`src/rtl/bcd_7seg_scan_if.sv`:
```
// Display bus for bcd_7seg_scan: load strobe, BCD word, segment/anode scan outputs.
// Decimal-point lines exist only when BCD_7SEG_SCAN_DP_EN is defined.
interface bcd_7seg_scan_if #(
  parameter int N_DIGITS = 4
);
  localparam int IW = (N_DIGITS > 1) ? $clog2(N_DIGITS) : 1;

  logic                    load;
  logic [4*N_DIGITS-1:0]   bcd_in;
  logic [6:0]              seg;
  logic [N_DIGITS-1:0]     an;
  logic [IW-1:0]           digit_idx;
`ifdef BCD_7SEG_SCAN_DP_EN
  logic [N_DIGITS-1:0]     dp_in;
  logic                    dp;

  modport master (
    output load, bcd_in, dp_in,
    input  seg, an, digit_idx, dp
  );
  modport slave (
    input  load, bcd_in, dp_in,
    output seg, an, digit_idx, dp
  );
`else
  modport master (
    output load, bcd_in,
    input  seg, an, digit_idx
  );
  modport slave (
    input  load, bcd_in,
    output seg, an, digit_idx
  );
`endif
endinterface

```
`src/rtl/bcd_7seg_scan.sv`:
```
// Time-multiplexed BCD to 7-segment scan driver with blanking and LZB.
// Optional decimal points: define BCD_7SEG_SCAN_DP_EN.
module bcd_7seg_scan #(
  parameter int N_DIGITS       = 4,
  parameter int REFRESH_DIV    = 1000,
  parameter int BLANK_CYCLES   = 1,
  parameter int LZB            = 1,
  parameter int SEG_ACTIVE_LOW = 1
) (
  input  logic            clk,
  input  logic            rst_n,
  bcd_7seg_scan_if.slave  bus
);
  localparam int IW = (N_DIGITS > 1) ? $clog2(N_DIGITS) : 1;
  localparam int CW = $clog2(REFRESH_DIV);
  localparam logic [CW-1:0] CNT_MAX = CW'(REFRESH_DIV - 1);
  localparam logic [CW-1:0] BLK_END = CW'(BLANK_CYCLES);
  localparam logic [IW-1:0] IDX_MAX = IW'(N_DIGITS - 1);
  localparam logic POL = (SEG_ACTIVE_LOW != 0);

  logic [4*N_DIGITS-1:0] disp;
  logic [CW-1:0]         cnt;
  logic [IW-1:0]         idx;
  logic [6:0]            seg_q;
  logic [N_DIGITS-1:0]   an_q;
  logic [N_DIGITS-1:0]   keep;

  logic [N_DIGITS-1:0]   lz;
  logic                  run;
  logic                  active;
  logic [3:0]            nib;
  logic [6:0]            seg_n;
  logic [N_DIGITS-1:0]   an_n;

  function automatic logic [6:0] glyph(input logic [3:0] d);
    logic [6:0] g;
    case (d)
      4'd0:    g = 7'h3F;
      4'd1:    g = 7'h06;
      4'd2:    g = 7'h5B;
      4'd3:    g = 7'h4F;
      4'd4:    g = 7'h66;
      4'd5:    g = 7'h6D;
      4'd6:    g = 7'h7D;
      4'd7:    g = 7'h07;
      4'd8:    g = 7'h7F;
      4'd9:    g = 7'h6F;
      default: g = 7'h40;
    endcase
    return g;
  endfunction

`ifdef BCD_7SEG_SCAN_DP_EN
  logic dp_q;
  logic dp_n;

  always_ff @(posedge clk or negedge rst_n) begin
    if (!rst_n) begin
      keep <= '0;
      dp_q <= POL;
    end else begin
      if (bus.load) keep <= bus.dp_in;
      dp_q <= dp_n ^ POL;
    end
  end

  assign dp_n   = active & keep[idx];
  assign bus.dp = dp_q;
`else
  assign keep = '0;
`endif

  // Blank run walks down from the MSD; a dp-marked digit breaks it.
  always_comb begin
    lz  = '0;
    run = 1'b1;
    for (int k = N_DIGITS - 1; k >= 0; k--) begin
      run   = run & (disp[4*k +: 4] == 4'd0) & ~keep[k];
      lz[k] = run & (k != 0) & (LZB != 0);
    end
  end

  always_comb begin
    active = (cnt >= BLK_END);
    nib    = disp[{idx, 2'b00} +: 4];
    seg_n  = '0;
    an_n   = '0;
    if (active) begin
      an_n[idx] = 1'b1;
      seg_n     = lz[idx] ? 7'h00 : glyph(nib);
    end
  end

  always_ff @(posedge clk or negedge rst_n) begin
    if (!rst_n) begin
      disp  <= '0;
      cnt   <= '0;
      idx   <= '0;
      seg_q <= {7{POL}};
      an_q  <= {N_DIGITS{POL}};
    end else begin
      if (bus.load) disp <= bus.bcd_in;
      if (cnt == CNT_MAX) begin
        cnt <= '0;
        idx <= (idx == IDX_MAX) ? '0 : idx + 1'b1;
      end else begin
        cnt <= cnt + 1'b1;
      end
      seg_q <= seg_n ^ {7{POL}};
      an_q  <= an_n ^ {N_DIGITS{POL}};
    end
  end

  assign bus.seg       = seg_q;
  assign bus.an        = an_q;
  assign bus.digit_idx = idx;
endmodule

```
`src/flat_wrapper.sv`:
```
// flat-port wrapper written by rule: the top's interface ports become plain ports
module bcd_7seg_scan_flat 
#(
  parameter int N_DIGITS       = 4,
  parameter int REFRESH_DIV    = 1000,
  parameter int BLANK_CYCLES   = 1,
  parameter int LZB            = 1,
  parameter int SEG_ACTIVE_LOW = 1
)
  (clk, rst_n, bus_load, bus_bcd_in, bus_seg, bus_an, bus_digit_idx);
  bcd_7seg_scan_if #(.N_DIGITS(N_DIGITS)) bus_i ();
  input  logic clk;
  input  logic rst_n;
  input wire logic [$bits(bus_i.load)-1:0] bus_load;
  input wire logic [$bits(bus_i.bcd_in)-1:0] bus_bcd_in;
  output wire logic [$bits(bus_i.seg)-1:0] bus_seg;
  output wire logic [$bits(bus_i.an)-1:0] bus_an;
  output wire logic [$bits(bus_i.digit_idx)-1:0] bus_digit_idx;
  assign bus_i.load = bus_load;
  assign bus_i.bcd_in = bus_bcd_in;
  assign bus_seg = bus_i.seg;
  assign bus_an = bus_i.an;
  assign bus_digit_idx = bus_i.digit_idx;
  bcd_7seg_scan #(.N_DIGITS(N_DIGITS), .REFRESH_DIV(REFRESH_DIV), .BLANK_CYCLES(BLANK_CYCLES), .LZB(LZB), .SEG_ACTIVE_LOW(SEG_ACTIVE_LOW)) u_core (.clk(clk), .rst_n(rst_n), .bus(bus_i));
endmodule
```
`config.mk`:
```
export PLATFORM = sky130hd
export DESIGN_NAME = bcd_7seg_scan_flat
export DESIGN_NICKNAME = d
export VERILOG_FILES = /design/src/rtl/bcd_7seg_scan_if.sv /design/src/rtl/bcd_7seg_scan.sv /design/src/flat_wrapper.sv
export SDC_FILE = /design/constraint.sdc
export NUM_CORES = 1
export LEC_CHECK = 0
export CORE_ASPECT_RATIO = 0.6
export CORE_UTILIZATION = 45
export CTS_BUF_LIST = sky130_fd_sc_hd__clkbuf_8
export CTS_CLUSTER_SIZE = 40
export DETAILED_ROUTE_END_ITERATION = 10
export PLACE_DENSITY = 0.8
export SYNTH_ARGS = -nofsm -noshare
export SYNTH_HDL_FRONTEND = slang
export SYNTH_SLANG_ARGS = --single-unit
```
`constraint.sdc`:
```
create_clock -name clk -period 2.1 [get_ports clk]
set_input_delay 0.21 -clock clk [delete_from_list [all_inputs] [get_ports clk]]
set_output_delay 0.21 -clock clk [all_outputs]
set_load 0.01 [all_outputs]
```
== Yosys cells after proc, flatten, opt, wreduce, memory -nomap -nowiden ==
Memory sizes are Yosys's and may differ from the RTL's.
Index checks and enable logic that the tools add are counted.

* Mux-type cells: 9
* Shift-type cells: 1
* Bitwise operators: 4
* $lt $le $gt $ge: 3
* $add $sub $neg: 2
* Reductions and logical operators: 4
* Eq/ne operators: 2

{| class="wikitable"
|+ Operators by type and width
! operator !! number
|-
| $shiftx 16x5->4 || 1
|-
| $mux 7 || 2
|-
| $logic_not 4->1 || 3
|-
| $add 10x1->10 const B || 1
|-
| $eq 10x10->1 const B || 1
|-
| $ge 10x1->1 const B || 1
|-
| $mux 10 || 1
|-
| $not 7->7 || 1
|-
| $mux 4 || 1
|-
| $not 4->4 || 1
|-
| $lt 2x3->1 const B || 1
|-
| $add 2x1->2 const B || 1
|-
| $and 1x1->1 || 2
|-
| $bmux 1 s2 || 1
|-
| $demux 1 s2 || 1
|-
| $eq 2x2->1 const B || 1
|-
| $ge 2x1->1 const B || 1
|-
| $mux 1 || 2
|-
| $mux 2 || 1
|-
| $logic_and 1x1->1 || 1
|}

* Memories: 1
* Logic and storage cells: 31
* Output and inout port bits: 13
* Bits of input ports: 19
* ROM bits: 112
* Bits in registers: 39

{| class="wikitable"
|+ Memories
! memory !! depth !! width !! rd ports !! clocked after Yosys merged registers in !! wr ports !! line !! source
|-
| (name not given) || 16 || 7 || 1 || 0 || 0 || bcd_7seg_scan.sv:37 || <nowiki>case (d)</nowiki>
|}

== Depth between registers and ports, before layout ==
* Depth after elaboration: 8
* Mapped depth: 8
* Depth with buffers taken out: 7

== Worst setup path before layout ==
OpenSTA, ideal clock, no wires.

* Kind: register to register
* Start: register u_core.idx[0], in the netlist u_core.bus.digit_idx[0]
* End: register u_core.seg_q[5], in the netlist u_core.bus.seg[5]
* Setup slack: 0.223 ns
* Buffers on the path: 1
* Stages on the path, launching flop included: 8
* Arrival time: 1.792 ns
* Cells stage by stage: dfrtp_1 -> buf_6 -> mux4_1 -> inv_1 -> ha_1 -> nor2_1 -> a211oi_1 -> o21ai_1

* Cells in the longest elaborated chain, start to end: 5

{| class="wikitable"
|+ Ends and longest elaborated chain
! item !! line !! source
|-
| start, declared || bcd_7seg_scan.sv:23 || <nowiki>logic [IW-1:0] idx;</nowiki>
|-
| start signal, assigned || bcd_7seg_scan.sv:105 || <nowiki>idx <= (idx == IDX_MAX) ? '0 : idx + 1'b1;</nowiki>
|-
| $shiftx 16x5->4 / $bmux 1 s2 (equally long branches) || bcd_7seg_scan.sv:85, bcd_7seg_scan.sv:90 ||
|-
| $mem_v2 16x7 / $mux 1 (equally long branches) || - ||
|-
| $mux 7 (*) || bcd_7seg_scan.sv:90 || <nowiki>seg_n = lz[idx] ? 7'h00 : glyph(nib);</nowiki>
|-
| $mux 7 (*) || bcd_7seg_scan.sv:88 || <nowiki>if (active) begin</nowiki>
|-
| $not 7->7 (no line) (*) || - ||
|-
| end signal, assigned || bcd_7seg_scan.sv:99 || <nowiki>seg_q <= {7{POL}};</nowiki>
|-
| end signal, assigned || bcd_7seg_scan.sv:109 || <nowiki>seg_q <= seg_n ^ {7{POL}};</nowiki>
|-
| end, declared || bcd_7seg_scan.sv:24 || <nowiki>logic [6:0] seg_q;</nowiki>
|}

Every way passes the cells marked *; elsewhere a longest branch is shown, timed or not. The select of a mux whose other input is x is not followed.
A chain may end at the register's enable or synchronous reset.

== Worst setup path in the final report ==
Ends and elaborated chain as after synthesis.

==> metrics.md <==
| Metric | Value |
|---|---|
| CTS tree | built |
| Setup repair after global routing missed its margin | no |
| Clock Root Buffer | clkbuf_8 |
| Layout Utilization | 0.618 |
| Synth Area in XOR/XNOR | 0.0275 |
| Seq/Total Area, Yosys | 0.518 |
| Post-synthesis cell count | 159 |
| Type of element launching the critical path | register |
| Slowest stage cell on the critical path | mux4_1 |
| Number of rows in the core area | 17 |
| Placement Setup Slack | 0.280 ns |
| Post-Synth Adder-Cell Area | 0.0851 |
| EDFF count, synth | 0 |
| Global routing met1 resource utilization | 0.270 |
| Worst hold path type | in2async |
| Initial detailed-routing violation count | 81 |
| Final setup TNS | 0 ns |
| Critical-path maximum fanout | 4 |
| Maximum clock path buffer count | 2 |
| Worst-margin pin slew | 0.472 ns |
| Clock latency at the later pin of the worst-skew pair | 0.29 ns |
| Post-CTS clock slew at the launch and capture registers of the worst setup and hold paths | 0.08 ns |
| Combinational family with the most area after synthesis | multiplexers |
| Routability cong. | 0.799 |
| Peak supply drop | 0.000421 V |
| Remaining antenna violation count | 0 |
| Share of async-settable or async-resettable flops after synthesis | 1.00 |
| I/O pin count | 32 |
| Number of H-tree levels | 2 |
| Headroom to the max-slew limit | 0.685 |
| Antenna violations before repair | 0 |
| Std-Cell Core Area | 3870 um^2 |
| Via count | 1,272 |
| Vias in the first global route | 1,285 |
| Final Setup Violations | 0 |
| Worst-path cell chain | mux4_1 -> inv_1 -> ha_1 -> nor2_1 -> a211oi_1 -> o21ai_1 |
| Cell area reported after detailed placement | 2290 um^2 |
| DIE AREA | 4520 um^2 |
| Crit end category | register |
| Leftover overflow at the end of global routing | 0 |
| Area fraction in and, or, nand and nor cells after synthesis | 0.120 |
| Syn-to-layout area delta | 25.1% |
| Avg Inst Size Synth | 12.0 um^2 |
| Count of max-cap constraint violations | 0 |
| Post-route DRC | 0 |
| Most crowded layer after global routing | met2 |
| Post-route standard cell area excluding fillers | 2390 um^2 |
| Die span in x | 86.1 um |
| Ratio of cells with drive above 1 in the final layout | 0.228 |
| Worst path setup slack after routing | 0.248 ns |
| Post-cts hold buffer count | 0 |
| Total Routing Usage GR | 0.191 |
| Worst EP required | 2.31 ns |
| Number of max-slew violations in the final report | 0 |
| Met3 global-route usage | 0.0583 |
| Status | completed |
| Flip-flop and latch count after synthesis | 39 |
| Final critical-path share of the clock period | 0.882 |
| Power per Cell Area | 678 nW/um^2 |
| Synthesized-area fraction occupied by ao, oa, aoi and oai cells | 0.0654 |
| Setup skew after layout | 0.00943 ns |
| Primary flip-flop cell chosen by synthesis mapping | dfrtp_1 |
| Minimum clock period after layout | 1.85 ns |
| Gate family responsible for the most delay along the worst path | multiplexers |
| Inst Count DP | 246 |
| Number of buffers added by the clock tree synthesis step | 5 |
| Global-route wire length before repair | 6290 um |
| Count of buffers added by post-CTS timing repair for setup | 0 |
| Routed wire length | 3530 um |
| Post-Synthesis Net Count | 191 |
| DRT Pass-1 Iters | 4 |
| Setup slack of the worst register-to-register path | 0.25 ns |
| Buffers added on ports | 31 |
| Cells on worst reg2reg path | 6 |
| R2r startpoint | u_core.bus.digit_idx[0]$_DFFE_PN0N_ |
| Multiplexer area fraction after synthesis | 0.143 |
| GR Util met2 | 0.272 |
| Worst path max stage delay | 0.67 ns |
| Pleak | 0.00101 uW |
| Number of buffer and inverter stages on the critical path | 1 |
| Post-cts gate resize count | 0 |
| Number of warnings issued by yosys | 0 |
| Final nets | 228 |
| Pin count of the biggest net entering global routing | 40 |
| Average wire per standard cell | 13.9 um |
| Data arrival time at the worst-slack endpoint | 2.06 ns |
| Vias per Instance | 5.01 |
| Number of sinks on the clock net | 39 |
| Initial core utilization | 0.494 |
| Cell Area, Synth | 1910 um^2 |
| Number of library cell types mapped by synthesis | 36 |
| Count of placed standard cells in the final layout, fillers left out | 254 |
| Filler instances | 294 |
| Antenna Cells | 0 |
| Final hold viol count | 0 |
| Worst reg2reg endpoint | u_core.bus.seg[5]$_DFF_PN1_ |
| Estimated wirelength of the detail-placed design | 2680 um |
| Max Freq | 540 MHz |
| Worst setup path category | reg2reg |
| DIE HEIGHT | 52.5 um |
flip-flops by register name, indices dropped and copies added (netlist names):
register	cells
u_core.bus.an	4
u_core.cnt	10
u_core.disp	16
u_core.bus.digit_idx	2
u_core.bus.seg	7
metal layers:
layer	wire length, um	up-vias
met4	42	0
met5	0	-
met3	198	6
met2	1500	42
met1	1790	604
li1	-	620
cells by family after synthesis:
kind of cell | count (synthesis)
AO/OA/AOI/OAI | 20
XOR/XNOR | 6
adder cells (fa/ha/maj) | 13
buffers and inverters | 16
flip-flops | 39
multiplexers | 20
AND/OR/NAND/NOR | 45
cell usage in the layout (no fill, tap or decap), types with 2 or more instances in the layout:
cell type | synthesis | final
nor2b_1 | 3 | 3
xor2_1 | 3 | 3
nor3b_1 | 3 | 3
nor3_1 | 3 | 3
ha_1 | 13 | 13
o21ai_1 | 3 | 3
and3_1 | 2 | 2
dfstp_2 | 11 | 11
nand2_1 | 10 | 10
dfrtp_1 | 28 | 28
o21ai_0 | 7 | 7
nor2_1 | 13 | 13
buf_4 | 0 | 5
nor4_1 | 2 | 2
mux4_2 | 3 | 3
clkbuf_8 | 0 | 7
xnor2_1 | 3 | 3
inv_1 | 9 | 10
mux2_2 | 16 | 16
a22o_1 | 2 | 2
nand3_1 | 3 | 3
a21oi_1 | 3 | 3
clkdlybuf4s50_1 | 0 | 31
per-stage QoR:
step	hold WS, ns	total power, uW
final	0.342	1620
after detailed placement	0.501	1100
after global placement	0.490	1080
after global routing	0.404	1700
after CTS	0.352	1640
after floorplan	-0.0856	976
cell type report:
cell class | count | area, um^2 | share of cell area
tap | 57 | 71.3 | 0.0298
multi-input combinational | 104 | 845 | 0.353
inverter | 10 | 37.5 | 0.0157
sequential | 39 | 990 | 0.414
timing repair buffer | 36 | 348 | 0.145
clock buffer | 7 | 96.3 | 0.0403
clock inverter | 1 | 3.75 | 0.00157
worst max path at each step:
stage	startpoint	to	slack [ns]	depth (start not counted)
final	u_core.bus.digit_idx[0]$_DFFE_PN0N_	u_core.bus.seg[5]$_DFF_PN1_	0.25	6
after global routing	u_core.bus.digit_idx[0]$_DFFE_PN0N_	u_core.bus.seg[5]$_DFF_PN1_	0.13	6
after CTS	u_core.bus.digit_idx[0]$_DFFE_PN0N_	u_core.bus.seg[5]$_DFF_PN1_	0.28	6
after detailed placement	u_core.bus.digit_idx[0]$_DFFE_PN0N_	u_core.bus.seg[5]$_DFF_PN1_	0.28	6
after global placement	u_core.bus.digit_idx[0]$_DFFE_PN0N_	u_core.bus.seg[5]$_DFF_PN1_	0.35	6
after floorplan	u_core.bus.digit_idx[0]$_DFFE_PN0N_	u_core.bus.seg[5]$_DFF_PN1_	0.22	7
synthesized netlist by cell type (all sizes together), types with 3 or more instances:
cell type,number,area (um^2)
a21oi,4,23.8
xor2,3,26.3
nor3,3,15.0
nor2b,3,18.8
nor2,13,48.8
o21ai,10,50.0
nand2,10,37.5
mux2,16,180
ha,13,163
xnor2,3,26.3
inv,10,37.5
mux4,4,93.8
nor3b,3,22.5
buf,4,32.5
nand3,3,15.0
dfrtp,28,701
dfstp,11,289
where the power goes:
part / total [uW] / switching, uW / internal (uW) / leakage, uW
registers: 851 / 31.3 / 819 / 0.000456
clock network: 540 / 246 / 295 / 0.0000557
logic: 230 / 98.4 / 132 / 0.000496
total: 1620 / 375 / 1250 / 0.00101
(Power assumes the default switching activity.)
